`config.mk`:
```
export PLATFORM = sky130hd
export DESIGN_NAME = cpu7_ifu_imd_pipe
export DESIGN_NICKNAME = d
export VERILOG_FILES = /design/src/rtl/cpu7_ifu_imd_pipe.sv
export SDC_FILE = /design/constraint.sdc
export NUM_CORES = 1
export LEC_CHECK = 0
export BUFFER_PORTS_ARGS = -buffer_cell sky130_fd_sc_hd__clkbuf_2
export CAP_MARGIN = 40
export CORE_MARGIN = 5
export CORE_UTILIZATION = 40
export DETAILED_ROUTE_END_ITERATION = 8
export PLACE_DENSITY = 0.66
export RECOVER_POWER = 25
export SYNTH_ARGS = -nofsm -noshare
export SYNTH_HDL_FRONTEND = slang
export SYNTH_SLANG_ARGS = --single-unit
export TNS_END_PERCENT = 10
```
`constraint.sdc`:
```
create_clock -name clk -period 2.2 [get_ports clk]
set_clock_uncertainty 0.05 [all_clocks]
set_input_delay 0.55 -clock clk [delete_from_list [all_inputs] [get_ports clk]]
set_output_delay 0.55 -clock clk [all_outputs]
set_load 0.05 [all_outputs]
```
`src/rtl/cpu7_ifu_imd_pipe.sv`:
```
// Registered multi-lane immediate generator with a 2-entry skid buffer between decode and issue.
// Optional CPU7_IMD_BR_TGT_EN adds a per-lane pc+br_offs adder whose result rides with the beat.
module cpu7_ifu_imd_pipe #(
  parameter int unsigned LANES = 1,
  parameter int unsigned DW    = 32,
  parameter int unsigned OPW   = 20
) (
  input  logic                 clk,
  input  logic                 reset,
  input  logic                 flush,
  input  logic                 in_vld,
  output logic                 in_rdy,
  input  logic [LANES*32-1:0]  in_inst,
  input  logic [LANES*OPW-1:0] in_op,
  input  logic [LANES*DW-1:0]  in_pc,
  input  logic [LANES-1:0]     in_lane_vld,
  output logic                 out_vld,
  input  logic                 out_rdy,
  output logic [LANES-1:0]     out_lane_vld,
  output logic [LANES*32-1:0]  out_imm_shifted,
  output logic [LANES*DW-1:0]  out_c,
  output logic [LANES*DW-1:0]  out_br_offs,
  output logic [LANES*DW-1:0]  out_br_tgt
);

  // Decoded-op bit layout; IMM_SHIFT is a 5-bit code at [19:15].
  localparam int unsigned OpI5         = 0;
  localparam int unsigned OpI12        = 1;
  localparam int unsigned OpI14        = 2;
  localparam int unsigned OpI16        = 3;
  localparam int unsigned OpI20        = 4;
  localparam int unsigned OpDoubleWord = 5;
  localparam int unsigned OpUnsign     = 6;
  localparam int unsigned OpCountL     = 7;
  localparam int unsigned OpCountT     = 8;
  localparam int unsigned OpSa         = 9;
  localparam int unsigned OpAlign      = 10;
  localparam int unsigned OpExt        = 11;
  localparam int unsigned OpIns        = 12;
  localparam int unsigned OpRdRead     = 13;
  localparam int unsigned OpHighTarget = 14;
  localparam int unsigned OpShLo       = 15;

  function automatic logic [31:0] imm_raw(input logic [25:0] inst, input logic [OPW-1:0] op);
    logic [31:0] imm;
    if (op[OpI5])       imm = op[OpDoubleWord] ? 32'(inst[15:10]) : 32'(inst[14:10]);
    else if (op[OpI12]) imm = op[OpUnsign] ? 32'(inst[21:10]) : 32'($signed(inst[21:10]));
    else if (op[OpI14]) imm = 32'($signed(inst[23:10]));
    else if (op[OpI16]) imm = 32'($signed(inst[25:10]));
    else if (op[OpI20]) imm = 32'($signed(inst[24:5]));
    else                imm = '0;
    return imm;
  endfunction

  function automatic logic [31:0] imm_shift(input logic [31:0] imm, input logic [4:0] code);
    logic [31:0] res;
    case (code)
      5'd2:    res = imm << 2;
      5'd12:   res = imm << 12;
      5'd16:   res = imm << 16;
      5'd18:   res = imm << 18;
      default: res = imm;
    endcase
    return res;
  endfunction

  function automatic logic [DW-1:0] aux_c(input logic [25:0] inst, input logic [OPW-1:0] op,
                                          input logic [31:0] imm);
    logic [DW-1:0] c;
    c = '0;
    if (op[OpCountL] | op[OpCountT]) c[0] = ~op[OpUnsign];
    else if (op[OpSa] | op[OpAlign]) c = DW'(inst[17:15]);
    else if (op[OpExt] | op[OpIns])  c = DW'(inst[21:10]);
    else                             c = DW'($signed(imm));
    return c;
  endfunction

  function automatic logic [DW-1:0] br_offs(input logic [25:0] inst, input logic [OPW-1:0] op);
    logic [DW-1:0] b;
    if (op[OpRdRead])           b = DW'($signed({inst[25:10], 2'b00}));
    else if (op[OpHighTarget])  b = DW'($signed({inst[9:0], inst[25:10], 2'b00}));
    else                        b = DW'($signed({inst[4:0], inst[25:10], 2'b00}));
    return b;
  endfunction

  logic [LANES*32-1:0] dec_imm;
  logic [LANES*DW-1:0] dec_c;
  logic [LANES*DW-1:0] dec_br;
`ifdef CPU7_IMD_BR_TGT_EN
  logic [LANES*DW-1:0] dec_tgt;
`else
  logic unused_pc;
  assign unused_pc = ^in_pc;
`endif

  for (genvar g = 0; g < LANES; g++) begin : g_lane
    logic [31:0] raw;
    logic        unused_opc;
    assign unused_opc = ^in_inst[g*32+26 +: 6];
    assign raw = imm_raw(in_inst[g*32 +: 26], in_op[g*OPW +: OPW]);
    assign dec_imm[g*32 +: 32] = imm_shift(raw, in_op[g*OPW+OpShLo +: 5]);
    assign dec_c[g*DW +: DW]   = aux_c(in_inst[g*32 +: 26], in_op[g*OPW +: OPW], raw);
    assign dec_br[g*DW +: DW]  = br_offs(in_inst[g*32 +: 26], in_op[g*OPW +: OPW]);
`ifdef CPU7_IMD_BR_TGT_EN
    assign dec_tgt[g*DW +: DW] = in_pc[g*DW +: DW] + dec_br[g*DW +: DW];
`endif
  end

  typedef enum logic [1:0] {StEmpty, StOne, StFull} state_e;
  state_e state_q, state_d;
  logic   in_rdy_q;
  logic   accept, pop, load_out_in, load_out_skid, load_skid;

  always_comb begin
    state_d       = state_q;
    load_out_in   = 1'b0;
    load_out_skid = 1'b0;
    load_skid     = 1'b0;
    accept        = in_vld & in_rdy_q;
    pop           = out_vld & out_rdy;
    if (flush) begin
      state_d = StEmpty;
    end else begin
      case (state_q)
        StEmpty: if (accept) begin state_d = StOne; load_out_in = 1'b1; end
        StOne: begin
          if (accept && !pop) begin state_d = StFull; load_skid = 1'b1; end
          else if (accept && pop) load_out_in = 1'b1;
          else if (pop) state_d = StEmpty;
        end
        StFull:  if (pop) begin state_d = StOne; load_out_skid = 1'b1; end
        default: state_d = StEmpty;
      endcase
    end
  end

  // in_rdy is registered so out_rdy never reaches it combinationally.
  always_ff @(posedge clk) begin
    if (reset) begin
      state_q  <= StEmpty;
      in_rdy_q <= 1'b1;
    end else begin
      state_q  <= state_d;
      in_rdy_q <= (state_d != StFull);
    end
  end

  assign in_rdy  = in_rdy_q;
  assign out_vld = (state_q != StEmpty);

  logic [LANES-1:0]    out_lv_q,  skid_lv_q;
  logic [LANES*32-1:0] out_imm_q, skid_imm_q;
  logic [LANES*DW-1:0] out_c_q,   skid_c_q;
  logic [LANES*DW-1:0] out_br_q,  skid_br_q;

  always_ff @(posedge clk) begin
    if (reset) begin
      out_lv_q   <= '0;
      out_imm_q  <= '0;
      out_c_q    <= '0;
      out_br_q   <= '0;
      skid_lv_q  <= '0;
      skid_imm_q <= '0;
      skid_c_q   <= '0;
      skid_br_q  <= '0;
    end else begin
      if (load_out_in) begin
        out_lv_q  <= in_lane_vld;
        out_imm_q <= dec_imm;
        out_c_q   <= dec_c;
        out_br_q  <= dec_br;
      end else if (load_out_skid) begin
        out_lv_q  <= skid_lv_q;
        out_imm_q <= skid_imm_q;
        out_c_q   <= skid_c_q;
        out_br_q  <= skid_br_q;
      end
      if (load_skid) begin
        skid_lv_q  <= in_lane_vld;
        skid_imm_q <= dec_imm;
        skid_c_q   <= dec_c;
        skid_br_q  <= dec_br;
      end
    end
  end

  assign out_lane_vld    = out_lv_q;
  assign out_imm_shifted = out_imm_q;
  assign out_c           = out_c_q;
  assign out_br_offs     = out_br_q;

`ifdef CPU7_IMD_BR_TGT_EN
  logic [LANES*DW-1:0] out_tgt_q, skid_tgt_q;

  always_ff @(posedge clk) begin
    if (reset) begin
      out_tgt_q  <= '0;
      skid_tgt_q <= '0;
    end else begin
      if (load_out_in)        out_tgt_q <= dec_tgt;
      else if (load_out_skid) out_tgt_q <= skid_tgt_q;
      if (load_skid)          skid_tgt_q <= dec_tgt;
    end
  end

  assign out_br_tgt = out_tgt_q;
`else
  assign out_br_tgt = '0;
`endif

endmodule
```
## Word level (Yosys, flattened, before mapping)

Cells that the tools add are included.
Widths: inputs -> output; s select.

| word-level totals | value |
|---|---|
| flip-flop bits (word level) | 197 |
| bits in latches | 0 |
| bits in writable memories | 0 |
| bits in read-only memories | 0 |
| input bits | 90 |
| word-level logic and storage cells | 69 |
| memories kept | 0 |

| operators by class | value |
|---|---|
| add/subtract/negate cells | 0 |
| multipliers | 0 |
| divide/modulo/power cells | 0 |
| magnitude comparators | 0 |
| equality and inequality tests | 7 |
| shift-type cells | 0 |
| mux-type cells | 40 |
| bitwise gates (word level) | 6 |
| reductions and logical operators | 6 |

Operators by type and width:

| operator | count |
|---|---|
| $mux 32 | 16 |
| $pmux 32 s4 | 1 |
| $mux 31 | 1 |
| $mux 1 | 13 |
| $mux 2 | 6 |
| $eq 5x5->1 const B | 2 |
| $mux 6 | 1 |
| $pmux 2 s3 | 1 |
| $eq 5x2->1 const B | 1 |
| $eq 5x4->1 const B | 1 |
| $reduce_bool 2->1 | 2 |
| $or 1x1->1 | 3 |
| $and 1x1->1 | 2 |
| $eq 2x1->1 const B | 1 |
| $eq 2x2->1 const B | 1 |
| $logic_and 1x1->1 | 2 |
| $logic_not 2->1 | 1 |
| $ne 2x2->1 const B | 1 |
| $pmux 1 s2 | 1 |
| $logic_not 1->1 | 1 |
| $not 1->1 | 1 |

## Depth between registers and ports, before layout

| depth | value |
|---|---|
| depth in word-level cells | 9 |
| mapped depth | 8 |

## Worst setup path after synthesis

No wires, ideal clock.

| timing path | value |
|---|---|
| kind | register to register |
| start | register in_rdy_q, in the netlist in_rdy |
| end | register out_imm_q[18], in the netlist out_imm_shifted[18] |
| setup time | 122 ps |
| arrival | 2078 ps |
| required time | 2028 ps |
| path slack | -50 ps |
| cell stages (with the launch flop) | 8 |
| cell sequence | dfxtp_1 nand2_1 or4b_1 clkbuf_1 buf_2 clkbuf_1 nor3_1 a21oi_1 |

| between the ends | value |
|---|---|
| word-level cells in the longest chain between the ends | 7 |
| elaborated cells on any way between the ends | 10 |
| those cells by class | mux: 6; bitwise: 1; reduce/logical: 3 |

Ends and longest elaborated chain:

| item | line | text |
|---|---|---|
| from (decl) | 111 | `logic in_rdy_q;` |
| from (signal assigned) | 144 | `in_rdy_q <= (state_d != StFull);` |
| $and 1x1->1 (*) | 119 | `accept = in_vld & in_rdy_q;` |
| $logic_and 1x1->1 | 128 | `else if (accept && pop) load_out_in = 1'b1;` |
| $mux 1 | 128 |  |
| $mux 1 | 127 | `if (accept && !pop) begin state_d = StFull; load_skid = 1'b1; end` |
| $pmux 1 s2 (*) | 124 | `case (state_q)` |
| $mux 1 (*) | 121 | `if (flush) begin` |
| $mux 32 / $reduce_bool 2->1 (equally long branches) | - |  |
| to (signal assigned) | 169 | `out_imm_q <= dec_imm;` |
| to (signal assigned) | 174 | `out_imm_q <= skid_imm_q;` |
| to (decl) | 152 | `logic [LANES*32-1:0] out_imm_q, skid_imm_q;` |

Mark *: on every way between the ends. The rest lies on a longest branch, timed or not.
A chain may end at the register's enable or synchronous reset.

## Final worst setup path

| timing path | value |
|---|---|
| start | register state_q[1] |
| end | output out_vld |

| between the ends | value |
|---|---|
| word-level cells in the longest chain between the ends | 1 |

Ends and longest elaborated chain:

| item | line | text |
|---|---|---|
| from (decl) | 110 | `state_e state_q, state_d;` |
| from (signal assigned) | 140 | `state_q <= StEmpty;` |
| from (signal assigned) | 143 | `state_q <= state_d;` |
| $reduce_bool 2->1 | 149 | `assign out_vld = (state_q != StEmpty);` |
| to (decl) | 17 | `output logic out_vld,` |

No other way between the ends.

==> metrics.md <==
| Metric | Value |
|---|---|
| Status | `complete, no violations` |
| Top FF cell, synth | `dfxtp_1` |
| Startpoint types | `register` |
| I/O pin cnt | `221` |
| Initial antenna violation count | `0` |
| Final Hold Viols | `0` |
| PD cells | `727.4 nW/um^2` |
| Achievable frequency | `477.4 MHz` |
| Pin count of the biggest net entering global routing | `65` |
| Yosys reg bits | `161` |
| Core Box Area | `20230 um^2` |
| CTS tree | `yes` |
| Storage cell area | `3224 um^2` |
| CP endpoint kind | `output port` |
| Max_cap viols | `0` |
| Netlist Area Pre-Place | `8197 um^2` |
| Vias in the first global route | `8037` |
| Die area | `23450 um^2` |
| Final period util | `95.21%` |
| Number of flops mapped to enable cells by yosys | `0` |
| Tot GR Track Use | `22.78%` |
| Final nets | `1365` |
| Clock tree buffer depth | `2` |
| HPWL Detailed | `19720 um` |
| Sequential area share after synthesis | `39.32%` |
| DRT iter0 DRCs | `660` |
| CTS Root Cell | `clkbuf_16` |
| Clk slew on worst S/H paths | `80 ps` |
| Grt total ovfl | `0` |
| Req. time, crit path | `1600 ps` |
| Syn avg cell area | `7.646 um^2` |
| Global placement routability congestion | `0.9151` |
| CTS Buf Count | `17` |
| Post-synth cell types | `69` |
| Post-Route Utilization | `51.87%` |
| Drt via density | `5.537` |
| Inserted Diodes | `0` |
| Leakage | `3.984 nW` |
| Max-slew headroom | `46.81%` |
| First-pass GRT wire length | `43690 um` |
| Final wirelength | `27770 um` |
| Footprint of the multi-input gates | `4369 um^2` |
| VDD IR max | `0.0004735 V` |
| CTS H-tree depth | `4` |
| Crit Path Class | `reg2out` |
| CP max FO | `10` |
| Row count | `52` |
| Async S/R FF share, synth | `0%` |
| Router iterations before antenna repair | `5` |
| Area Overhead vs Synth | `28.06%` |
| Layout cells sized above 1 | `23.21%` |
| CP arrival | `1490 ps` |
| Post-CTS Hold Buffers | `0` |
| Final setup violation count | `0` |
| Starting Density | `40.51%` |
| Clock Sinks | `161` |
| WHS | `297.5 ps` |
| Min Tclk post-route | `2095 ps` |
| Min-Delay Path Class | `in2reg` |
| Slew @ Worst Pin | `794.9 ps` |
| Post-Syn Instances | `1072` |
| Via count | `8626` |
| Final-report max-slew violation count | `0` |
| Post-route DRC | `0` |
| Routed Antenna Nets | `0` |
| Port Buf Inserts | `148` |
| Die width | `153.2 um` |
| Routed WL per cell | `17.83 um` |
| Die Height | `153.2 um` |
| RSZ-0062 raised after global routing | `no` |
| Ys Warns | `0` |
| # fillers | `2028` |
| Worst-Skew Late Latency | `440 ps` |
cells in the mapped netlist, types with 9 or more instances:
| master | number | area, um^2 |
|---|---|---|
| nand2_1 | 232 | 870.8 |
| dfxtp_1 | 161 | 3223 |
| nor2_1 | 107 | 401.6 |
| a21oi_1 | 105 | 525.5 |
| clkbuf_1 | 72 | 270.3 |
| buf_4 | 52 | 390.4 |
| a311oi_1 | 51 | 446.7 |
| a211oi_1 | 36 | 270.3 |
| nor3_1 | 27 | 135.1 |
| a22oi_1 | 16 | 120.1 |
| a31oi_1 | 15 | 93.84 |
| a31o_2 | 11 | 96.34 |
| buf_2 | 11 | 55.05 |
| nand2b_1 | 10 | 62.56 |
| nand3_1 | 10 | 50.05 |
| o21ai_0 | 9 | 45.04 |
| o21ai_1 | 9 | 45.04 |
path summary, 6_finish.rpt:
check | cells past startpoint | to | slack (ps) | from
max reg2reg | 5 | out_c[0] | 150 | state_q[1]
min | 3 | skid_lv_q | 300 | in_lane_vld
min reg2reg | 2 | skid_br_q[9] | 400 | skid_br_q[9]
max | 2 | out_vld | 110 | state_q[1]
layout by cell type, fill, tap and decap left out, types with 6 or more instances in the layout:
cell type  Yosys  layout
a211oi_1      36      35
a21oi_1      105     105
a221oi_1       8       8
a22oi_1       16      16
a311oi_1      51      51
a31o_1         7       7
a31o_2        11      11
a31oi_1       15      15
buf_12         0      13
buf_4         52     131
clkbuf_1      72      56
clkbuf_16      0      17
clkbuf_2       0      92
conb_1         1      34
dfxtp_1      161     160
inv_1          8       8
nand2_1      232     232
nand2b_1      10      10
nand3_1       10      10
nor2_1       107     107
nor3_1        27      27
o21ai_0        9       9
o21ai_1        9       9
o22ai_1        8       8
o31a_1         6       6
per-layer routing:
| metal | track usage (%) | vias up | routed length (um) |
|---|---|---|---|
| met4 | 6.406 | 0 | 527 |
| met5 | 0 | - | 0 |
| li1 | - | 4186 | - |
| met3 | 4.919 | 44 | 2022 |
| met1 | 31.56 | 4058 | 12470 |
| met2 | 35.94 | 338 | 12750 |
metrics by stage:
step           total power, mW  cell area, um^2  instances  TNS, ps  worst slack [ps]
2_1_floorplan            4.192             8322       1105   -5.869            -5.869
3_3_place_gp             4.659             9967       1526    -7614            -218.9
3_5_place_dp             4.667             9967       1526    -9353            -270.0
4_1_cts                  7.690            10580       1558        0             73.10
5_1_grt                  7.920            10500       1558        0             12.32
6_report                 7.635            10500       1558        0             105.3
worst max-delay path, cell delays in order, from the launching register on:
cell	delay [ps]
dfxtp_1	610
or2_2	190
clkbuf_2	260
power breakdown:
group	total, mW	switching [mW]	internal [mW]
sequential	3.08	0.0627	3.01
clock	3.04	1.49	1.55
combinational	1.52	1.08	0.443
total	7.63	2.63	5.01
state kept, by name, summed over array words and instances (netlist names), 2 cells and up:
register / count
state_q: 2
skid_br_q: 26
out_br_offs: 26
out_c: 20
skid_imm_q: 32
out_imm_shifted: 32
skid_c_q: 20
timing repair:
action                                  4_1_cts  5_1_grt
endpoints found under the setup margin        0        1
buffers inserted                              0        0
resized for setup                             0        1
kinds of logic after synthesis:
group,synth area share (%)
buf+inv,9.556
simple gates,23.23
other cells,0.04575
compound gates,26.85
flops,39.32
xor+xnor,0.1069
mux,0.8854
cell type report:
cell class	count	share of cell area (%)
flip-flops and latches	161	30.72
clock inverters	15	1.752
well taps	270	3.219
repair buffers	293	18.31
clock buffers	17	4.053
inverters	9	0.3219
multi-input cells	793	41.63
Power figures use the tool's default switching activity.
